==> src/rtl/axi_pkg.sv <==
// Shared AXI read-path types: channel payloads, FSM state and decode targets.
package axi_pkg;

  localparam int unsigned ID_M_W = 4;
  localparam int unsigned ID_S_W = 8;
  localparam int unsigned ADDR_W = 32;
  localparam int unsigned DATA_W = 32;
  localparam int unsigned LEN_W  = 8;
  localparam int unsigned PFX_W  = ID_S_W - ID_M_W;

  typedef struct packed {
    logic [ID_M_W-1:0] id;
    logic [ADDR_W-1:0] addr;
    logic [LEN_W-1:0]  len;
    logic [2:0]        size;
    logic [1:0]        burst;
  } ar_m_t;

  typedef struct packed {
    logic [ID_S_W-1:0] id;
    logic [ADDR_W-1:0] addr;
    logic [LEN_W-1:0]  len;
    logic [2:0]        size;
    logic [1:0]        burst;
  } ar_s_t;

  typedef struct packed {
    logic [ID_M_W-1:0] id;
    logic [DATA_W-1:0] data;
    logic [1:0]        resp;
    logic              last;
  } r_m_t;

  typedef struct packed {
    logic [ID_S_W-1:0] id;
    logic [DATA_W-1:0] data;
    logic [1:0]        resp;
    logic              last;
  } r_s_t;

  typedef enum logic [1:0] {ST_IDLE, ST_ADDR, ST_DATA} fsm_e;

  typedef enum logic [1:0] {TGT_S0, TGT_S1, TGT_SD} tgt_e;

endpackage

==> src/rtl/axi_rd_decoder.sv <==
// Address to slave map: two 64 KiB windows, everything else to the default slave.
module axi_rd_decoder
  import axi_pkg::*;
#(
  parameter logic [ADDR_W-1:0] S0_BASE  = 32'h0000_0000,
  parameter logic [ADDR_W-1:0] S1_BASE  = 32'h0001_0000,
  parameter logic [ADDR_W-1:0] WIN_MASK = 32'hFFFF_0000
) (
  input  logic [ADDR_W-1:0] addr,
  output tgt_e              target
);

  // Window compare; slave 0 takes precedence on overlapping windows
  always_comb begin
    target = TGT_SD;
    if ((addr & WIN_MASK) == S0_BASE) begin
      target = TGT_S0;
    end else if ((addr & WIN_MASK) == S1_BASE) begin
      target = TGT_S1;
    end
  end

endmodule

==> src/rtl/axi_read_router.sv <==
// Two-master, three-slave AXI read router with one transaction in flight.
module axi_read_router
  import axi_pkg::*;
#(
  parameter logic [ADDR_W-1:0] S0_BASE  = 32'h0000_0000,
  parameter logic [ADDR_W-1:0] S1_BASE  = 32'h0001_0000,
  parameter logic [ADDR_W-1:0] WIN_MASK = 32'hFFFF_0000
) (
  input  logic  clk,
  input  logic  rst,
  input  ar_m_t ar_m0_i,
  input  logic  arvalid_m0_i,
  output logic  arready_m0_o,
  input  ar_m_t ar_m1_i,
  input  logic  arvalid_m1_i,
  output logic  arready_m1_o,
  output r_m_t  r_m0_o,
  output logic  rvalid_m0_o,
  input  logic  rready_m0_i,
  output r_m_t  r_m1_o,
  output logic  rvalid_m1_o,
  input  logic  rready_m1_i,
  output ar_s_t ar_s0_o,
  output logic  arvalid_s0_o,
  input  logic  arready_s0_i,
  output ar_s_t ar_s1_o,
  output logic  arvalid_s1_o,
  input  logic  arready_s1_i,
  output ar_s_t ar_sd_o,
  output logic  arvalid_sd_o,
  input  logic  arready_sd_i,
  input  r_s_t  r_s0_i,
  input  logic  rvalid_s0_i,
  output logic  rready_s0_o,
  input  r_s_t  r_s1_i,
  input  logic  rvalid_s1_i,
  output logic  rready_s1_o,
  input  r_s_t  r_sd_i,
  input  logic  rvalid_sd_i,
  output logic  rready_sd_o
);

  fsm_e  state, state_next;
  logic  owner, owner_next;
  logic  pri, pri_next;
  tgt_e  target, target_next;

  logic  grant;
  ar_m_t ar_grant;
  tgt_e  dec_target;

  logic  own_arvalid;
  logic  own_rready;
  ar_m_t own_ar;
  logic  tgt_arready;
  logic  tgt_rvalid;
  r_s_t  tgt_r;
  ar_s_t ar_fwd;
  r_m_t  r_fwd;
  logic  unused_rid_hi;

  // Round-robin pick: a lone requester wins, a tie goes to pri
  assign grant    = (arvalid_m0_i && arvalid_m1_i) ? pri : arvalid_m1_i;
  assign ar_grant = grant ? ar_m1_i : ar_m0_i;

  axi_rd_decoder #(
    .S0_BASE (S0_BASE),
    .S1_BASE (S1_BASE),
    .WIN_MASK(WIN_MASK)
  ) u_decoder (
    .addr  (ar_grant.addr),
    .target(dec_target)
  );

  assign own_arvalid = owner ? arvalid_m1_i : arvalid_m0_i;
  assign own_rready  = owner ? rready_m1_i : rready_m0_i;
  assign own_ar      = owner ? ar_m1_i : ar_m0_i;

  // Master id widened with the owner index so the slave sees a unique id
  assign ar_fwd = '{id: {PFX_W'(owner), own_ar.id}, addr: own_ar.addr,
                    len: own_ar.len, size: own_ar.size, burst: own_ar.burst};
  assign r_fwd  = '{id: tgt_r.id[ID_M_W-1:0], data: tgt_r.data,
                    resp: tgt_r.resp, last: tgt_r.last};
  assign unused_rid_hi = ^tgt_r.id[ID_S_W-1:ID_M_W];

  // Select handshake inputs of the latched target slave
  always_comb begin
    tgt_arready = 1'b0;
    tgt_rvalid  = 1'b0;
    tgt_r       = '0;
    case (target)
      TGT_S0: begin
        tgt_arready = arready_s0_i;
        tgt_rvalid  = rvalid_s0_i;
        tgt_r       = r_s0_i;
      end
      TGT_S1: begin
        tgt_arready = arready_s1_i;
        tgt_rvalid  = rvalid_s1_i;
        tgt_r       = r_s1_i;
      end
      default: begin
        tgt_arready = arready_sd_i;
        tgt_rvalid  = rvalid_sd_i;
        tgt_r       = r_sd_i;
      end
    endcase
  end

  // State, owner, target and round-robin pointer registers
  always_ff @(posedge clk or posedge rst) begin
    if (rst) begin
      state  <= ST_IDLE;
      owner  <= 1'b0;
      target <= TGT_S0;
      pri    <= 1'b0;
    end else begin
      state  <= state_next;
      owner  <= owner_next;
      target <= target_next;
      pri    <= pri_next;
    end
  end

  // Next-state: grant in IDLE, AR handshake ends ADDR, last R beat ends DATA
  always_comb begin
    state_next  = state;
    owner_next  = owner;
    target_next = target;
    pri_next    = pri;
    case (state)
      ST_IDLE: begin
        if (arvalid_m0_i || arvalid_m1_i) begin
          state_next  = ST_ADDR;
          owner_next  = grant;
          target_next = dec_target;
        end
      end
      ST_ADDR: begin
        if (own_arvalid && tgt_arready) begin
          state_next = ST_DATA;
        end
      end
      ST_DATA: begin
        if (tgt_rvalid && own_rready && tgt_r.last) begin
          state_next = ST_IDLE;
          pri_next   = ~owner;
        end
      end
      default: state_next = ST_IDLE;
    endcase
  end

  // Outputs: connect owner and target combinationally, everything else held at 0
  always_comb begin
    arready_m0_o = 1'b0;
    arready_m1_o = 1'b0;
    rvalid_m0_o  = 1'b0;
    rvalid_m1_o  = 1'b0;
    r_m0_o       = '0;
    r_m1_o       = '0;
    arvalid_s0_o = 1'b0;
    arvalid_s1_o = 1'b0;
    arvalid_sd_o = 1'b0;
    ar_s0_o      = '0;
    ar_s1_o      = '0;
    ar_sd_o      = '0;
    rready_s0_o  = 1'b0;
    rready_s1_o  = 1'b0;
    rready_sd_o  = 1'b0;
    case (state)
      ST_ADDR: begin
        case (target)
          TGT_S0: begin
            arvalid_s0_o = own_arvalid;
            ar_s0_o      = ar_fwd;
          end
          TGT_S1: begin
            arvalid_s1_o = own_arvalid;
            ar_s1_o      = ar_fwd;
          end
          default: begin
            arvalid_sd_o = own_arvalid;
            ar_sd_o      = ar_fwd;
          end
        endcase
        if (owner) arready_m1_o = tgt_arready;
        else       arready_m0_o = tgt_arready;
      end
      ST_DATA: begin
        case (target)
          TGT_S0:  rready_s0_o = own_rready;
          TGT_S1:  rready_s1_o = own_rready;
          default: rready_sd_o = own_rready;
        endcase
        if (owner) begin
          rvalid_m1_o = tgt_rvalid;
          r_m1_o      = r_fwd;
        end else begin
          rvalid_m0_o = tgt_rvalid;
          r_m0_o      = r_fwd;
        end
      end
      default: ;
    endcase
  end

endmodule

==> config.mk <==
export PLATFORM = sky130hd
export DESIGN_NAME = axi_read_router
export DESIGN_NICKNAME = d
export VERILOG_FILES = /design/src/rtl/axi_pkg.sv /design/src/rtl/axi_rd_decoder.sv /design/src/rtl/axi_read_router.sv
export SDC_FILE = /design/constraint.sdc
export NUM_CORES = 1
export LEC_CHECK = 0
export BUFFER_PORTS_ARGS = -buffer_cell sky130_fd_sc_hd__buf_4
export CELL_PAD_IN_SITES_DETAIL_PLACEMENT = 1
export CELL_PAD_IN_SITES_GLOBAL_PLACEMENT = 1
export CORE_AREA = 4 4 186 188
export DETAILED_ROUTE_END_ITERATION = 10
export DIE_AREA = 0 0 190 192
export GPL_ROUTABILITY_DRIVEN = 0
export PLACE_DENSITY = 0.56
export SYNTH_ARGS = -nofsm -noshare
export SYNTH_HDL_FRONTEND = slang
export SYNTH_SLANG_ARGS = --single-unit
==> constraint.sdc <==
create_clock -name clk -period 4.1 [get_ports clk]
set_input_delay 0.41 -clock clk [delete_from_list [all_inputs] [get_ports clk]]
set_output_delay 0.41 -clock clk [all_outputs]
set_load 0.02 [all_outputs]
### Yosys cells after proc, flatten, opt, wreduce, memory -nomap -nowiden

Cells that the tools add are included.

* flip-flop bits (word level): 6
* bits of input ports: 239
* output and inout port bits: 247

* equal/unequal tests: 7
* mux-type cells: 44
* bitwise gates (word level): 1
* reductions and logical operators: 12

Operators by type and width (number)
* $mux W50: 6
* $mux W39: 4
* $pmux W39 S2: 1
* $mux W49: 1
* $mux W45: 1
* $logic_not A32 Y1: 1
* $mux W1: 23
* $eq A16 B1 Y1 const B: 1
* $mux W2: 5
* $ne A2 B2 Y1 const B: 3
* $pmux W2 S3: 1
* $eq A2 B1 Y1 const B: 2
* $logic_and A1 B1 Y1: 4
* $logic_not A2 Y1: 2
* $pmux W1 S2: 2
* $reduce_and A2 Y1: 2
* $reduce_and A3 Y1: 1
* $eq A2 B2 Y1 const B: 1
* $reduce_or A2 Y1: 1
* $logic_or A1 B1 Y1: 1
* $not A1 Y1: 1

### Logic depth before layout (Yosys ltp)

Gate-level depths: netlist of run 1.

* word-level depth: 6
* gate-level depth with buffers: 6
* mapped depth without buffers: 4

### Modules after synthesis

From an unflattened synthesis of run 1, not the netlist that was laid out.

* cell total of the unflattened synthesis: 541
* area total of the unflattened synthesis: 3239.4 um2

By module, submodules not included
* axi_read_router: instances 1, cells each 535, area each 3193.1 um2, seq. area each 150.1 um2
* axi_rd_decoder: instances 1, cells each 6, area each 46.3 um2, seq. area each 0.0 um2

### Least setup slack after synthesis of run 1

OpenSTA, ideal clock, no wires.

* path type: flip-flop to output port
* start: register target[0]
* end: output ar_s0_o[0] (netlist bit)
* arrival: 1518 ps
* setup slack: 2172 ps
* cell stages (with the launch flop): 6
* path buffers: 3
* path through: dfrtp_1 > buf_4 > or3_1 > clkbuf_1 > buf_2 > nor2_1

RTL lines
* start: declaration: RTL line axi_read_router.sv:46 `tgt_e target, target_next;`
* start signal: assignment: RTL line axi_read_router.sv:120 `target <= target_next;`
* end: declaration: RTL line axi_read_router.sv:23 `output ar_s_t ar_s0_o,`

### Worst setup path in the final report of run 1

* start: register target[1]
* end: output arready_m1_o

* longest elaborated chain between the ends: 4
* elaborated cells on any way between the ends: 5
* those cells by class: 1 x eq/ne; 3 x mux; 1 x reduce/logical

RTL lines
* $eq A2 B1 Y1 / $logic_not A2 Y1 (equally long branches): RTL line axi_read_router.sv:91 `case (target)`
* $pmux W1 S2 *: RTL line axi_read_router.sv:91
* $mux W1 *: RTL line axi_read_router.sv:187 `if (owner) arready_m1_o = tgt_arready;`
* $mux W1 *: RTL line axi_read_router.sv:171 `case (state)`
* end: declaration: RTL line axi_read_router.sv:16 `output logic arready_m1_o,`

Mark *: on every way between the ends. The rest lies on a longest branch, timed or not.

==> results.cfg, run 1 <==
[run_status]
status = completed

[place]
dpl.hpwl_um = 21580
dp_worst_setup_slack_ns = 1.437
io_buffers = 464

[yosys]
ys.warnings.count = 0
synth_top_cell_by_area = nor2_1
postSynthAreaPerCell_um2 = 5.583
synthesis.area_mm2 = 0.002875
ys_seq_elements = 6
synth_area_leaders = nor2_1 36%, mux2i_1 31%, a21oi_1 6.6%
synth_cells = 515
synth.distinct_cells = 32
synth_top_area_share = 0.3577
ys_seq_area_frac = 0.05222

[sta]
timing.slew.headroom = 0.4393
rsz0062_at_grt = no
whs_ns = 0.1034
fin_crit_ns = 2.758
period_share = 0.6727
fin_ws_ns = 1.342
hold_viol_final = 0
final.setup.tns_ns = 0
max_slew.worst_pin.slew_ns = 0.8380
finClkSkew_ns = 0.001848
timing.final.max_slew_violations = 0
fmax_mhz = 362.6
setup_violations = 0

[finish]
diodes = 0
area_delta_synth_final_pct = 137.3
nets = 1184
num-fill-cells = 4170
drive_gt1_frac = 0.5127

[drt]
met2RoutedLength_um = 13280
vias = 5281
met1_length_um = 9446
top_layer = met4
dr.pass1.iters = 4
wl_met3_um = 2304
wl_per_cell_um = 18.15
totalWireLength_um = 25270
antenna_left = 0
vias_per_cell = 3.794
first_iter_violations = 89
drcViolationCount = 0

[power]
leakage_nw = 3.493
power_density_mw_per_mm2 = 422.5
internal_power_mw = 1.162
power.net_switching_mw = 1.721
switching_share = 0.5970
irDropWorstVdd_mv = 0.1599
power_frac_clock = 0.057
pwr-share-comb = 0.888
power_frac_seq = 0.055

[global_route]
grt_pass1_vias = 5732
antenna_found_initial = 0
grt.total_usage = 0.1236
grt_pass1_wl_um = 35260
grt_start_max_net_pins = 73
grt-ovfl-total = 0

[clock_network]
cts_buffer_depth = 2
cts-htree-levels = 1
cts_sinks = 6
hold_buffers = 0
cts.clk_slew.worst_paths_ns = 0.03
cts_root_buf = clkbuf_16
cts_tree = done
clock_latency_ns = 0.23
postCtsSetupBuffers = 0
numCtsBuffers = 3
cts_resized = 0

[setup_path]
crit_path_frequent_cell = buf_4
arrival_ns = 2.35
worst_path_max_delay_cell = buf_4
cp-end-kind = primary output
crit_fanout = 72
rrSetupSlack_ns = 1.95
cp.buffers_inverters = 2
max_stage_delay_ns = 0.60
cp-start-kind = register
required_ns = 3.69
critPathTopFamily = buffers and inverters
path_cells = buf_4 -> a211oi_1 -> nor4_1 -> buf_4
critical_path_class = reg2out

[floorplanning]
start_util = 0.08683
fp.dieW_um = 190
core_mm2 = 0.03311
rows = 67
die_height_um = 192
die_area_mm2 = 0.03648
pin_count = 486

[hold_path]
hold_class = in2async

[run]
maxCapViolations = 0
==> sequential cells by signal (all words and copies together) (netlist names) <==
| name | flops |
|---|---|
| state | 2 |
| pri | 1 |
| target | 2 |
| owner | 1 |
==> area by class of cell <==
cell class	count	area (um2)	area share
clock buffer	4	78.83	0.01155
timing repair buffer	471	3548	0.5200
multi-input combinational	458	2461	0.3607
tap	448	560.5	0.08214
sequential	6	156.4	0.02292
inverter	5	18.77	0.002750
==> Yosys cell counts <==
master,number
conb_1,1
o31ai_1,2
nor4_1,9
buf_1,2
o211ai_1,1
nor3b_1,1
inv_1,4
and4_1,1
or2_1,1
nor2b_1,2
nand2b_1,2
o21ai_0,3
buf_4,15
inv_2,1
nand2_1,7
a21oi_1,38
nand4_1,1
mux2_1,3
and3_1,1
mux2i_2,2
nor2_1,274
a211oi_1,1
clkbuf_1,19
nor3_1,5
nand3_1,1
buf_2,18
or3_1,1
mux2i_1,89
dfrtp_1,6
o21ai_1,1
or4_1,2
and2_1,1
==> per-stage QoR <==
| stage | cells | cell area (um2) | total power, mW | utilization |
|---|---|---|---|---|
| floorplan | 523 | 2905 | 1.601 | - |
| global placement | 1388 | 6745 | 2.775 | 0.2037 |
| detailed placement | 1388 | 6745 | 2.785 | 0.2037 |
| CTS | 1392 | 6824 | 2.962 | 0.2061 |
| global route | 1392 | 6824 | 3.114 | 0.2061 |
| finish | 1392 | 6824 | 2.883 | 0.2061 |
==> power groups by stage <==
stage          clock network (mW)  registers [mW]  logic [mW]
5_1_grt                     0.170           0.173        2.77
3_5_place_dp                    0           0.166        2.62
4_1_cts                     0.169           0.165        2.63
6_report                    0.165           0.160        2.56
2_1_floorplan                   0          0.0943        1.51
3_3_place_gp                    0           0.163        2.61
==> path summary, 6_finish.rpt <==
check                            start           end  cells after the start
setup / recovery             target[1]  arready_m1_o                      4
setup reg to reg             target[0]           pri                      5
hold reg to reg                    pri           pri                      1
hold / removal                     rst      state[1]                      2
min in group clk           ar_m0_i[29]     target[0]                      3
max in group asynchronous          rst         owner                      2
==> routing by layer <==
| layer | GRT usage | vias up |
|---|---|---|
| met3 | 0.03490 | 12 |
| li1 | - | 2528 |
| met4 | 0.01948 | 0 |
| met1 | 0.1341 | 2441 |
| met5 | 0 | - |
| met2 | 0.2413 | 300 |
==> layout by cell type (no fill, tap or decap), drive strengths merged <==
cell type | Yosys | layout
a211oi | 1 | 1
a21oi | 38 | 38
and2 | 1 | 1
and3 | 1 | 1
and4 | 1 | 1
buf | 35 | 471
clkbuf | 19 | 4
conb | 1 | 9
dfrtp | 6 | 6
inv | 5 | 5
mux2 | 3 | 3
mux2i | 91 | 91
nand2 | 7 | 7
nand2b | 2 | 2
nand3 | 1 | 1
nand4 | 1 | 1
nor2 | 274 | 274
nor2b | 2 | 2
nor3 | 5 | 5
nor3b | 1 | 1
nor4 | 9 | 9
o211ai | 1 | 1
o21ai | 4 | 4
o31ai | 2 | 2
or2 | 1 | 1
or3 | 1 | 1
or4 | 2 | 2
==> cells by family after synthesis <==
group           Yosys count  share of synthesized area
compound gates           46                    0.08355
other cells               1                   0.001304
buf+inv                  59                     0.1044
flops                     6                    0.05222
mux                      94                     0.3312
simple gates            309                     0.4273
Power figures use the tool's default switching activity.
==> run 2, diff against run 1 <==
- clock period: 4.1 -> 2.62 ns (I/O delays scaled with it)
==> run 2 against run 1 <==
Net effect: sequential share of layout area hardly changed; non-clock buffer count is 11 higher; hold slack better by 0.26 ns; global-route usage is 0.15 points lower; register-to-register slack worse by 1.3 ns; clock skew is 0.0027 ns higher; first-iteration DRC count is 22% lower; die area stayed put; combinational power is 64% higher; clock power is 55% higher; highest routed layer unchanged.
==> results.cfg, run 2 (synthesized netlist as in run 1, its figures left out) <==
[run_status]
status = completed

[finish]
fin_util = 0.2094
largestRegisters = state (2), target (2)
nets = 1195
layout_common_cells = 478 x buf_4, 274 x nor2_1, 89 x mux2i_1, 38 x a21oi_1
drive_gt1_frac = 0.5173
area_delta_synth_final_pct = 141.2
diodes = 0
final_common_cell = buf_4

[drt]
vias = 5242
totalWireLength_um = 24980
drcViolationCount = 0
antenna_left = 0
first_iter_violations = 69
dr.pass1.iters = 4
vias_per_cell = 3.736
wl_per_cell_um = 17.80

[floorplanning]
fp.dieW_um = 190
die_area_mm2 = 0.03648
rows = 67
die_height_um = 192
pin_count = 486
start_util = 0.08683
core_mm2 = 0.03311

[place]
dpl.hpwl_um = 21690
io_buffers = 464

[global_route]
grt_pass1_vias = 5756
antenna_found_initial = 0
grt_pass1_wl_um = 34750
grt.total_usage = 0.1221
grt-ovfl-total = 0
grt_start_max_net_pins = 53

[clock_network]
cts_root_buf = clkbuf_16
clock_latency_ns = 0.23
cts.clk_slew.worst_paths_ns = 0.04
cts_buffer_depth = 2
cts_sinks = 6
postCtsSetupBuffers = 0
cts-htree-levels = 1
cts_tree = done
numCtsBuffers = 3

[sta]
finClkSkew_ns = 0.004589
setup_violations = 0
timing.final.max_slew_violations = 0
period_share = 0.9166
hold_viol_final = 0
final.setup.tns_ns = 0
max_slew.worst_pin.slew_ns = 0.8783
rsz0062_at_grt = no
fin_crit_ns = 2.401
timing.slew.headroom = 0.4145
fmax_mhz = 416.4

[power]
fin_total_pwr_mw = 4.627
leakage_nw = 3.553
irDropWorstVdd_mv = 0.3028
power_density_mw_per_mm2 = 667.3

[setup_path]
required_ns = 2.36
max_stage_delay_ns = 0.75
cp-end-kind = primary output
cp-start-kind = register
cp.buffers_inverters = 2
critPathTopFamily = simple AND/OR/NAND/NOR gates
crit_path_frequent_cell = buf_4
path_cells = nand2b_1 -> or2_2 -> buf_4 -> nor2_1 -> buf_4
crit_fanout = 34
critical_path_class = reg2out
worst_path_max_delay_cell = or2_2
arrival_ns = 2.14

[run]
maxCapViolations = 0

[hold_path]
hold_class = in2reg
## run 2: cell count changes in the layout (fill, tap and decap cells not counted)
cell           before  now
dlygate4sd3_1       0    1
buf_12              1    3
buf_4             470  478
## run 2: where the power goes
part | total (mW) | internal [mW] | switching [mW] | leakage [nW]
combinational | 4.19 | 1.59 | 2.60 | 3.44
clock | 0.255 | 0.202 | 0.0534 | 0.0382
sequential | 0.177 | 0.135 | 0.0425 | 0.0713
total | 4.63 | 1.93 | 2.70 | 3.55
## run 2: metal layers
metal,GRT usage,up-vias,routed length (um)
met2,0.2396,292,13120
met1,0.1324,2396,9369
met4,0.02003,0,278
met3,0.03217,12,2214
li1,-,2542,-
met5,0,-,0
## run 2: cell type report
type	instances	area [um2]
tap	448	560.5
fill	4160	26180
sequential	6	156.4
timing repair buffer	482	3659
inverter	5	18.77
clock buffer	4	78.83
multi-input combinational	458	2461
## run 2: timing repair
| item | CTS | global route |
|---|---|---|
| hold buffers | 1 | 0 |
| resized for setup | 0 | 0 |
| endpoints found under the hold margin | 6 | 0 |
## run 2: worst paths after layout
check	slack [ns]	to	from	cells past startpoint
max	0.22	ar_sd_o[4]	state[0]	5
min	0.36	target[0]	ar_m0_i[29]	3
max reg2reg	0.70	pri	target[0]	5
min reg2reg	0.49	pri	pri	1
max in group asynchronous	1.89	owner	rst	3
min in group asynchronous	0.51	state[0]	rst	3
## run 2: worst register-to-register path: stages (launching register included)
cell     delay, ns
dfrtp_2       0.41
buf_12        0.26
mux2_1        0.38
mux2i_2       0.31
nor3_1        0.11
mux2_1        0.32
## run 2: stage by stage
step / cells / hold slack [ns] / instance area (um2) / setup WS (ns)
global placement: 1398 / 0.1908 / 6845 / 0.3882
floorplan: 523 / 0.05296 / 2905 / 0.8401
global route: 1403 / 0.3759 / 6934 / 0.05179
finish: 1403 / 0.3597 / 6934 / 0.2186
detailed placement: 1398 / 0.1972 / 6845 / 0.3822
CTS: 1403 / 0.3678 / 6934 / 0.1302
==> run 3, diff against run 2 <==
- PLACE_DENSITY: 0.56 -> 0.55
==> run 3 against run 2 <==
Net effect: final area hardly changed; non-clock buffer count is 3 lower; critical endpoint is now ar_sd_o[44]; sequential power increased by 33%; largest power group unchanged.
==> results.cfg, run 3 (synthesized netlist as in run 1, its figures left out) <==
[floorplanning]
die_area_mm2 = 0.03648
rows = 67
core_mm2 = 0.03311
fp.dieW_um = 190
start_util = 0.08683
pin_count = 486
die_height_um = 192

[sta]
final.setup.tns_ns = 0
hold_viol_final = 0
max_slew.worst_pin.slew_ns = 0.7465
setup_violations = 0
timing.slew.headroom = 0.5023
fin_crit_ns = 2.351
fmax_mhz = 425.3
whs_ns = 0.3397
timing.final.max_slew_violations = 0
rsz0062_at_grt = no
finClkSkew_ns = 0.0002486
period_share = 0.8975

[finish]
fin_cells = 1401
drive_gt1_frac = 0.5168
fin_util = 0.2093
area_delta_synth_final_pct = 141.0
layout_common_cells = 474 x buf_4, 274 x nor2_1, 89 x mux2i_1, 38 x a21oi_1
largestRegisters = state (2), target (2)
nets = 1192
final_common_cell = buf_4
finalInstanceArea_mm2 = 0.006929

[drt]
antenna_left = 0
drcViolationCount = 0
wl_per_cell_um = 18.09
first_iter_violations = 92
vias_per_cell = 3.744
dr.pass1.iters = 4
totalWireLength_um = 25350
vias = 5246

[clock_network]
cts_resized = 0
cts-htree-levels = 1
cts_sinks = 6
hold_buffers = 1
cts.clk_slew.worst_paths_ns = 0.03
cts_buffer_depth = 2
postCtsSetupBuffers = 0
cts_tree = done
cts_root_buf = clkbuf_16
numCtsBuffers = 3
clock_latency_ns = 0.23

[power]
leakage_nw = 3.544
irDropWorstVdd_mv = 0.3159
power_density_mw_per_mm2 = 656.8

[hold_path]
hold_class = in2reg
hold_start = ar_m0_i[29]

[place]
placed_area_mm2 = 0.006838
io_buffers = 464
dp.cells = 1395
dpl.hpwl_um = 21560

[global_route]
grtUsageMet1 = 0.1384
grt_pass1_vias = 5704
grt_start_max_net_pins = 54
grt.total_usage = 0.1250
met3_usage = 0.03817
met2_usage = 0.2396
busiest_layer = met2
antenna_found_initial = 1
grt_pass1_wl_um = 35410
grt-ovfl-total = 0

[run_status]
status = completed

[run]
maxCapViolations = 0

[setup_path]
path_cells = nand2b_1 -> or2_2 -> buf_4 -> nor2_1 -> buf_4
required_ns = 2.36
arrival_ns = 2.09
crit_fanout = 29
max_stage_delay_ns = 0.65
cp.buffers_inverters = 2
critical_path_class = reg2out
worst_path_max_delay_cell = or2_2
startpoint = state[1]
crit_path_frequent_cell = buf_4
r2r-start = target[0]
cp-start-kind = register
critPathTopFamily = simple AND/OR/NAND/NOR gates
cp-end-kind = primary output
run 3: cell types whose count changed in the layout (fill, tap and decap cells not counted), sizes merged:
cell   previous run  this run
diode             0         1
buf             481       478
run 3: tightest hold or removal path: cells and delay by family:
kind            cells  cell delay, ns
simple gates        1            0.06
compound gates      1            0.08
buf+inv             1            0.12
run 3: area by class of cell:
| class | count | area, um2 |
|---|---|---|
| diodes | 1 | 2.502 |
| clock buffers | 4 | 78.83 |
| fillers | 4140 | 26180 |
| inverters | 5 | 18.77 |
| multi-input cells | 458 | 2464 |
| flip-flops and latches | 6 | 156.4 |
| well taps | 448 | 560.5 |
| repair buffers | 479 | 3649 |
run 3: layer usage:
metal	wire length (um)	vias to the layer above
met4	219	0
li1	-	2538
met3	2437	9
met2	13150	291
met5	0	-
met1	9540	2408
run 3: path summary, 6_finish.rpt:
path	endpoint	slack, ns	cells after the start
worst max-delay path	ar_sd_o[44]	0.27	5
worst min-delay path	target[0]	0.34	3
worst max register to register	pri	0.70	5
worst min register to register	pri	0.50	1
max in group asynchronous	owner	1.87	3
min in group asynchronous	state[1]	0.53	3
run 3: power by group:
part | leakage (nW) | switching, mW | internal [mW] | total (mW)
Clock | 0.0382 | 0.0554 | 0.202 | 0.258
Combinational | 3.43 | 2.51 | 1.54 | 4.06
Sequential | 0.0713 | 0.102 | 0.134 | 0.236
run 3: per-stage QoR:
| stage | total power [mW] | setup WS (ns) |
|---|---|---|
| after CTS | 4.682 | 0.1431 |
| after global placement | 4.392 | 0.4598 |
| after detailed placement | 4.396 | 0.3921 |
| after global routing | 4.936 | 0.01837 |
| after floorplan | 2.505 | 0.8401 |
| final | 4.551 | 0.2687 |
